===== config.mk =====
export PLATFORM = sky130hd
export DESIGN_NAME = gb_hram_intc_responder_flat
export DESIGN_NICKNAME = d
export VERILOG_FILES = /design/src/rtl/gb_hram_intc_responder_if.sv /design/src/rtl/gb_hram_intc_responder.sv /design/src/flat_wrapper.sv
export SDC_FILE = /design/constraint.sdc
export NUM_CORES = 1
export LEC_CHECK = 0
export CAP_MARGIN = 10
export CELL_PAD_IN_SITES_DETAIL_PLACEMENT = 0
export CELL_PAD_IN_SITES_GLOBAL_PLACEMENT = 1
export CORE_MARGIN = 2
export CORE_UTILIZATION = 54
export CTS_CLUSTER_DIAMETER = 50
export DETAILED_ROUTE_END_ITERATION = 7
export PLACE_DENSITY = 0.75
export SLEW_MARGIN = 10
export SYNTH_ARGS = -nofsm -noshare
export SYNTH_HDL_FRONTEND = slang
export SYNTH_SLANG_ARGS = --single-unit

===== constraint.sdc =====
create_clock -name clk -period 3.1 [get_ports clk]
set_clock_uncertainty 0.1 [all_clocks]
set_input_delay 0.465 -clock clk [delete_from_list [all_inputs] [get_ports clk]]
set_output_delay 0.465 -clock clk [all_outputs]
set_load 0.01 [all_outputs]

===== src/rtl/gb_hram_intc_responder_if.sv =====
// CPU address/data bus bundle between the core and the HRAM/IF/IE responder.
interface gb_hram_intc_responder_if;
  logic [15:0] addr_bus;
  logic [7:0]  data_bus_o;
  logic        drive_data_bus;
  logic [7:0]  data_bus_i;
  logic        rd_hit;

  modport master (
    output addr_bus,
    output data_bus_o,
    output drive_data_bus,
    input  data_bus_i,
    input  rd_hit
  );

  modport slave (
    input  addr_bus,
    input  data_bus_o,
    input  drive_data_bus,
    output data_bus_i,
    output rd_hit
  );
endinterface


===== src/rtl/gb_hram_intc_responder.sv =====
// HRAM, IF and IE responder on the CPU bus, plus interrupt
// priority encoding and dispatch-acknowledge handling.
module gb_hram_intc_responder #(
  parameter logic [15:0] HRAM_BASE  = 16'hFF80,
  parameter int          HRAM_DEPTH = 127,
  parameter logic [15:0] IF_ADDR    = 16'hFF0F,
  parameter logic [15:0] IE_ADDR    = 16'hFFFF
) (
  input  logic                      clk,
  input  logic                      reset,
  gb_hram_intc_responder_if.slave   bus,
  input  logic [4:0]                irq_req,
  output logic                      irq_pending,
  output logic [7:0]                irq_vector,
  input  logic                      irq_ack,
  output logic [7:0]                irq_ack_vector
);

  localparam int AW = $clog2(HRAM_DEPTH);
  localparam logic [15:0] HRAM_END = 16'(HRAM_BASE + HRAM_DEPTH);

  logic [7:0]    hram_q [HRAM_DEPTH];
  logic [4:0]    if_q, if_d;
  logic [7:0]    ie_q, ie_d;
  logic [7:0]    rdata_q, rdata_d;
  logic          hit_q, hit_d;
  logic [7:0]    ackv_q, ackv_d;

  logic          hram_hit, if_hit, ie_hit;
  logic          wr, hram_we;
  logic [AW-1:0] ofs;
  logic [4:0]    pend, low;

  assign hram_hit = (bus.addr_bus >= HRAM_BASE) &&
                    (bus.addr_bus < HRAM_END);
  assign if_hit   = bus.addr_bus == IF_ADDR;
  assign ie_hit   = bus.addr_bus == IE_ADDR;
  assign wr       = bus.drive_data_bus;
  assign hram_we  = wr && hram_hit;
  assign ofs      = AW'(bus.addr_bus - HRAM_BASE);

  // Isolate the lowest pending bit; vblank (bit 0) wins.
  assign pend = ie_q[4:0] & if_q;
  assign low  = pend & (~pend + 5'd1);

  always_comb begin
    irq_vector = 8'h00;
    unique case (1'b1)
      low[0]:  irq_vector = 8'h40;
      low[1]:  irq_vector = 8'h48;
      low[2]:  irq_vector = 8'h50;
      low[3]:  irq_vector = 8'h58;
      low[4]:  irq_vector = 8'h60;
      default: irq_vector = 8'h00;
    endcase
  end

  assign irq_pending = |pend;

  always_comb begin
    if_d    = if_q;
    ie_d    = ie_q;
    ackv_d  = ackv_q;
    rdata_d = 8'hFF;
    hit_d   = 1'b0;
    if (wr && if_hit) begin
      if_d = bus.data_bus_o[4:0];
    end else if (irq_ack) begin
      if_d = if_q & ~low;
    end
    // Requests are ORed last so a same-cycle request survives.
    if_d = if_d | irq_req;
    if (wr && ie_hit) begin
      ie_d = bus.data_bus_o;
    end
    if (irq_ack) begin
      ackv_d = irq_vector;
    end
    if (!wr) begin
      unique case (1'b1)
        hram_hit: begin
          rdata_d = hram_q[ofs];
          hit_d   = 1'b1;
        end
        if_hit: begin
          rdata_d = {3'b111, if_q};
          hit_d   = 1'b1;
        end
        ie_hit: begin
          rdata_d = ie_q;
          hit_d   = 1'b1;
        end
        default: begin
          rdata_d = 8'hFF;
          hit_d   = 1'b0;
        end
      endcase
    end
  end

  always_ff @(posedge clk) begin
    if (reset) begin
      if_q    <= 5'h00;
      ie_q    <= 8'h00;
      rdata_q <= 8'hFF;
      hit_q   <= 1'b0;
      ackv_q  <= 8'h00;
    end else begin
      if_q    <= if_d;
      ie_q    <= ie_d;
      rdata_q <= rdata_d;
      hit_q   <= hit_d;
      ackv_q  <= ackv_d;
    end
  end

  always_ff @(posedge clk) begin
    if (!reset && hram_we) begin
      hram_q[ofs] <= bus.data_bus_o;
    end
  end

  assign bus.data_bus_i = rdata_q;
  assign bus.rd_hit     = hit_q;
  assign irq_ack_vector = ackv_q;

endmodule


===== src/flat_wrapper.sv =====
// flat-port wrapper written by rule: the top's interface ports become plain ports
module gb_hram_intc_responder_flat 
#(
  parameter logic [15:0] HRAM_BASE  = 16'hFF80,
  parameter int          HRAM_DEPTH = 127,
  parameter logic [15:0] IF_ADDR    = 16'hFF0F,
  parameter logic [15:0] IE_ADDR    = 16'hFFFF
)
  (clk, reset, irq_req, irq_pending, irq_vector, irq_ack, irq_ack_vector, bus_addr_bus, bus_data_bus_o, bus_drive_data_bus, bus_data_bus_i, bus_rd_hit);
  gb_hram_intc_responder_if bus_i ();
  input  logic clk;
  input  logic reset;
  input  logic [4:0] irq_req;
  output logic irq_pending;
  output logic [7:0] irq_vector;
  input  logic irq_ack;
  output logic [7:0] irq_ack_vector;
  input wire logic [$bits(bus_i.addr_bus)-1:0] bus_addr_bus;
  input wire logic [$bits(bus_i.data_bus_o)-1:0] bus_data_bus_o;
  input wire logic [$bits(bus_i.drive_data_bus)-1:0] bus_drive_data_bus;
  output wire logic [$bits(bus_i.data_bus_i)-1:0] bus_data_bus_i;
  output wire logic [$bits(bus_i.rd_hit)-1:0] bus_rd_hit;
  assign bus_i.addr_bus = bus_addr_bus;
  assign bus_i.data_bus_o = bus_data_bus_o;
  assign bus_i.drive_data_bus = bus_drive_data_bus;
  assign bus_data_bus_i = bus_i.data_bus_i;
  assign bus_rd_hit = bus_i.rd_hit;
  gb_hram_intc_responder #(.HRAM_BASE(HRAM_BASE), .HRAM_DEPTH(HRAM_DEPTH), .IF_ADDR(IF_ADDR), .IE_ADDR(IE_ADDR)) u_core (.clk(clk), .reset(reset), .bus(bus_i), .irq_req(irq_req), .irq_pending(irq_pending), .irq_vector(irq_vector), .irq_ack(irq_ack), .irq_ack_vector(irq_ack_vector));
endmodule

== Word level (Yosys, flattened, before mapping) ==
Memory sizes are Yosys's and may differ from the RTL's.
Cells that the tools add are included.
Cells by class
  reduce and logical (&&, ||, !) cells: 9
  muxes and demuxes: 7
  $add $sub $neg: 2
  equal/unequal tests: 2
  magnitude comparators: 2
  bitwise operators: 6
Operators with widths (number)
  case mux 7 bit (5 select lines): 1
  == test 16 bit, second input constant: 2
  case mux 8 bit (3 select lines): 1
  greater-or-equal comparator 16 bit, second input constant: 1
  less-than comparator 16 bit, second input constant: 1
  AND 5 bit: 3
  2-to-1 mux 5 bit: 2
  NOT 5 bit: 2
  subtractor 7 x 1 -> 7 bit, second input constant: 1
  adder 5 x 1 -> 5 bit, second input constant: 1
  logical AND 1 bit: 5
  bitwise OR 5 bit: 1
  OR reduction 5 bit: 1
  2-to-1 mux 1 bit: 3
  OR reduction 3 bit: 1
  OR reduction 2 bit: 1
  zero test 1 bit: 1
Word-level totals
  input bits: 33
  bits in writable memories: 1016
  register bits: 30
  memories kept: 1
  logic and storage cells: 34
  output and inout bits: 26
Memory list
  u_core.hram_q: words 127, width 8, rd ports 1, clocked after Yosys merged registers in 0, write ports 1, line gb_hram_intc_responder.sv:22  | logic [7:0] hram_q [HRAM_DEPTH];

== Depth between registers and ports, before layout ==
  word-level depth: 9
  gate-level depth with buffers: 10
  gate-level depth less buffers: 7

== Worst setup path before layout ==
Ideal clock, no wire load.
  path kind: input to register
  start: in bus_addr_bus[2]
  end: mem u_core.hram_q[103][0], enable pin
  setup time: 0.370 ns
  data arrival time: 2.169 ns
  stages on the path: 9
  required time: 2.630 ns
  slack: 0.461 ns
  cell sequence: buf_2 -> and2_1 -> nand4_1 -> nand3_1 -> buf_2 -> or3_1 -> clkbuf_1 -> buf_2 -> nor2_1
Between the ends
  longest elaborated chain between the ends: 6
RTL lines
  start: declaration: line flat_wrapper.sv:18  | input wire logic [$bits(bus_i.addr_bus)-1:0] bus_addr_bus;
  greater-or-equal comparator 16 bit / less-than comparator 16 bit (equally long branches): line gb_hram_intc_responder.sv:34, gb_hram_intc_responder.sv:35
  logical AND 1 bit: line gb_hram_intc_responder.sv:34  | assign hram_hit = (bus.addr_bus >= HRAM_BASE) &&
  logical AND 1 bit: line gb_hram_intc_responder.sv:39  | assign hram_we = wr && hram_hit;
  logical AND 1 bit: line gb_hram_intc_responder.sv:118  | if (!reset && hram_we) begin
  2-to-1 mux 1 bit: line gb_hram_intc_responder.sv:118
  2-to-1 mux 1 bit (implied by the code): line gb_hram_intc_responder.sv:119  | hram_q[ofs] <= bus.data_bus_o;
  end: declaration: line gb_hram_intc_responder.sv:22
Several ways; a longest one is shown, not always the timed one.

== Worst setup path in the final report ==
  start: reg u_core.ie_q[1]
  end: out irq_vector[4]
Between the ends
  longest elaborated chain between the ends: 5
RTL lines
  start: declaration: line gb_hram_intc_responder.sv:24  | logic [7:0] ie_q, ie_d;
  start signal: assignment: line gb_hram_intc_responder.sv:110  | ie_q <= ie_d;
  AND 5 bit (*): line gb_hram_intc_responder.sv:43  | assign pend = ie_q[4:0] & if_q;
  NOT 5 bit: line gb_hram_intc_responder.sv:44  | assign low = pend & (~pend + 5'd1);
  adder 5 x 1 -> 5 bit: line gb_hram_intc_responder.sv:44
  AND 5 bit (*): line gb_hram_intc_responder.sv:44
  case mux 7 bit (5 select lines) (*): line gb_hram_intc_responder.sv:48  | unique case (1'b1)
  end: declaration: line flat_wrapper.sv:15  | output logic [7:0] irq_vector;
Every way passes the cells marked *; elsewhere a longest branch is shown, timed or not.

==> impl_metrics.ini <==
[pwr]
p_leak_uw = 0.0169
powerDensity_nw_per_um2 = 616
clock_power_share_pct = 43.1
seqPwrFrac_pct = 51.8
p_switching_uw = 6240
p_sw_share_pct = 20.9
ir_drop_uv = 425
power_frac_comb_pct = 5.1
intPower_uw = 23600

[timing]
finalHoldViolCount = 0
clock.fmax_mhz = 350
setup_viol = 0
worst_slew_pin_slew_ps = 828
fin_crit_ps = 2860
rsz0062_at_grt = no
fin_ws_ps = 243
slew_viol_final = 0
fin_crit_sh_pct = 92.2
slew_headroom_pct = 44.8
setup_tns_ps = 0

[placed_design]
post-place-ws_ps = -178
port_buffers = 50
globalplace.congestion = 0.899
dp_cells = 3595
dpl.hpwl_um = 64600
placed_area_um2 = 44900

[die]
core_um2 = 74600
rows = 100
num_io_pins = 59
die-width_um = 279
die_y_um = 279
initial_core_util_pct = 54.7
die_area_um2 = 77700

[final_layout]
postLayoutCellArea_um2 = 48400
layout-drive-gt1-share_pct = 18.6
final_common_cell = edfxtp_1
areaGrowthSynthToFinish_pct = 18.8
nNetsFinal = 2770
num_antenna_cells = 0
n_fill_cell = 5142
layout_common_cells = edfxtp_1, mux2i_1, buf_4
instances_no_fill = 3796
fin_util_pct = 65.0

[cts]
cts.htree.levels = 3
cts.sinks = 1042
insertion_delay_ps = 680
post_cts_buffers = 0
cts_root_buf = clkbuf_16
clk_pin_slew_ps = 60
clk_path_buf_depth = 3
cts_buffers = 109
post_cts_resized = 0
cts_hold_buffers = 0
cts_tree = done

[yosys]
netlist_instances = 2404
yosysSeqAreaShare_pct = 76.1
ys.flop_type = edfxtp_1
netlist_area_um2 = 40800
synth_cell_types = 41
synth_edf_count = 1016
async_flop_share_pct = 0
syn_avg_cell_area_um2 = 17.0
synth-seq-cells = 1042
synth_warnings = 0

[setup_path]
r2r_start = u_core.hram_q[99][0]
startpoint_type = flip-flop
setup.worst_path.class = flip-flop to primary output
reg2reg_slack_ps = 860
crit_fanout = 7
r2r_end = u_core.bus.data_bus_i[0]
cp_data_arrival_time_ps = 2290
cp-end-kind = primary output
critPathRequiredTime_ps = 2530
worstRegToRegCells = 8

[worst_hold_path]
hold_path_startpoint = bus_data_bus_o[5]
hold_path_depth = 1
holdPathEnd = u_core.hram_q[59][5]
holdCritPathClass = primary input to flip-flop

[routing]
drc = 0
wl_per_cell_um = 26.7
ant_nets = 0
vias = 23100
totalWireLength_um = 101000
dr.first_iter.drc_count = 2775
firstDrtPassIters = 5
vias_per_cell = 6.08

[status]
outcome = complete, no violations

[global_route]
grt_pass1_wl_um = 148000
antenna_found_initial = 1
grt_pass1_vias = 22700
grt.overflow.total = 0
grt.total_usage_pct = 26.0
grt_max_degree = 64

[job]
cap_violations = 0
-- power by group through the flow --
stage | sequential [µW] | clock (µW) | combinational (µW)
3_3_place_gp | 15700 | 0 | 1500
6_report | 15500 | 12800 | 1530
2_1_floorplan | 15800 | 0 | 713
4_1_cts | 15500 | 13000 | 1530
3_5_place_dp | 15700 | 0 | 1520
5_1_grt | 15400 | 13500 | 1620
-- cell families after synthesis --
logic type,after synthesis,synth area share (%)
DFF,1042,76.1
muxes,507,12.5
AOI/OAI and AO/OA,451,6.77
other,1,0.00920
buffers and inverters,158,1.99
and+or+nand+nor,245,2.61
-- stage by stage --
stage	power, µW	hold slack, ps
2_1_floorplan	16500	337
3_3_place_gp	17300	347
3_5_place_dp	17300	351
4_1_cts	30000	198
5_1_grt	30600	220
6_report	29800	203
-- area by class of cell --
| type | instances | area [µm²] | share of cell area [%] |
|---|---|---|---|
| sequential | 1042 | 31000 | 64.1 |
| timing repair buffer | 372 | 3630 | 7.49 |
| clock inverter | 61 | 622 | 1.28 |
| inverter | 1 | 3.75 | 0.00775 |
| tap | 969 | 1210 | 2.50 |
| multi-input combinational | 1211 | 8990 | 18.6 |
| clock buffer | 140 | 2950 | 6.09 |
-- worst max-delay path by stage --
stage,from,end,slack [ps],cells past startpoint
finish,u_core.ie_q[1],irq_vector[4],240,3
global route,u_core.ie_q[1],irq_vector[4],110,3
CTS,u_core.ie_q[1],irq_vector[4],230,3
detailed placement,bus_addr_bus[2],u_core.bus.data_bus_i[7],-180,9
global placement,bus_addr_bus[2],u_core.bus.data_bus_i[7],-130,9
floorplan,bus_addr_bus[2],u_core.hram_q[103][0],460,9
-- worst max-delay path: stages, from the launching register on --
cell and delay, ps:
dfxtp_1 350, a22oi_1 490, nor2b_1 240, clkdlybuf4s50_1 560
-- flip-flops by register name, summed over array words and instances, names as in the netlist --
register,cells
u_core.if_q,5
u_core.bus.data_bus_i,8
u_core.hram_q,1016
u_core.ie_q,8
u_core.bus.rd_hit,1
u_core.irq_ack_vector,4
-- per-layer routing --
metal  track usage, %  routed length [µm]
met5                0                  13
met4             7.82                2500
met1             37.2               42700
met2             41.7               48200
met3             3.97                7830
-- synthesized netlist by cell type, types with 7 or more instances --
master	count	share of area [%]
nor4_1	8	0.12
o22ai_1	248	3.8
o221ai_1	8	0.17
nand2_1	40	0.37
a31oi_1	8	0.12
nand3_1	17	0.21
a41oi_1	24	0.52
o21ai_0	126	1.5
o21a_1	8	0.15
edfxtp_1	1016	75
nor2b_1	7	0.11
mux2_2	24	0.66
clkbuf_1	52	0.48
a21oi_1	13	0.16
buf_4	35	0.64
buf_1	15	0.14
nor2_1	146	1.3
buf_2	52	0.64
dfxtp_1	26	1.3
mux2i_1	483	12
Note: power is estimated with default switching activity, not from simulation.
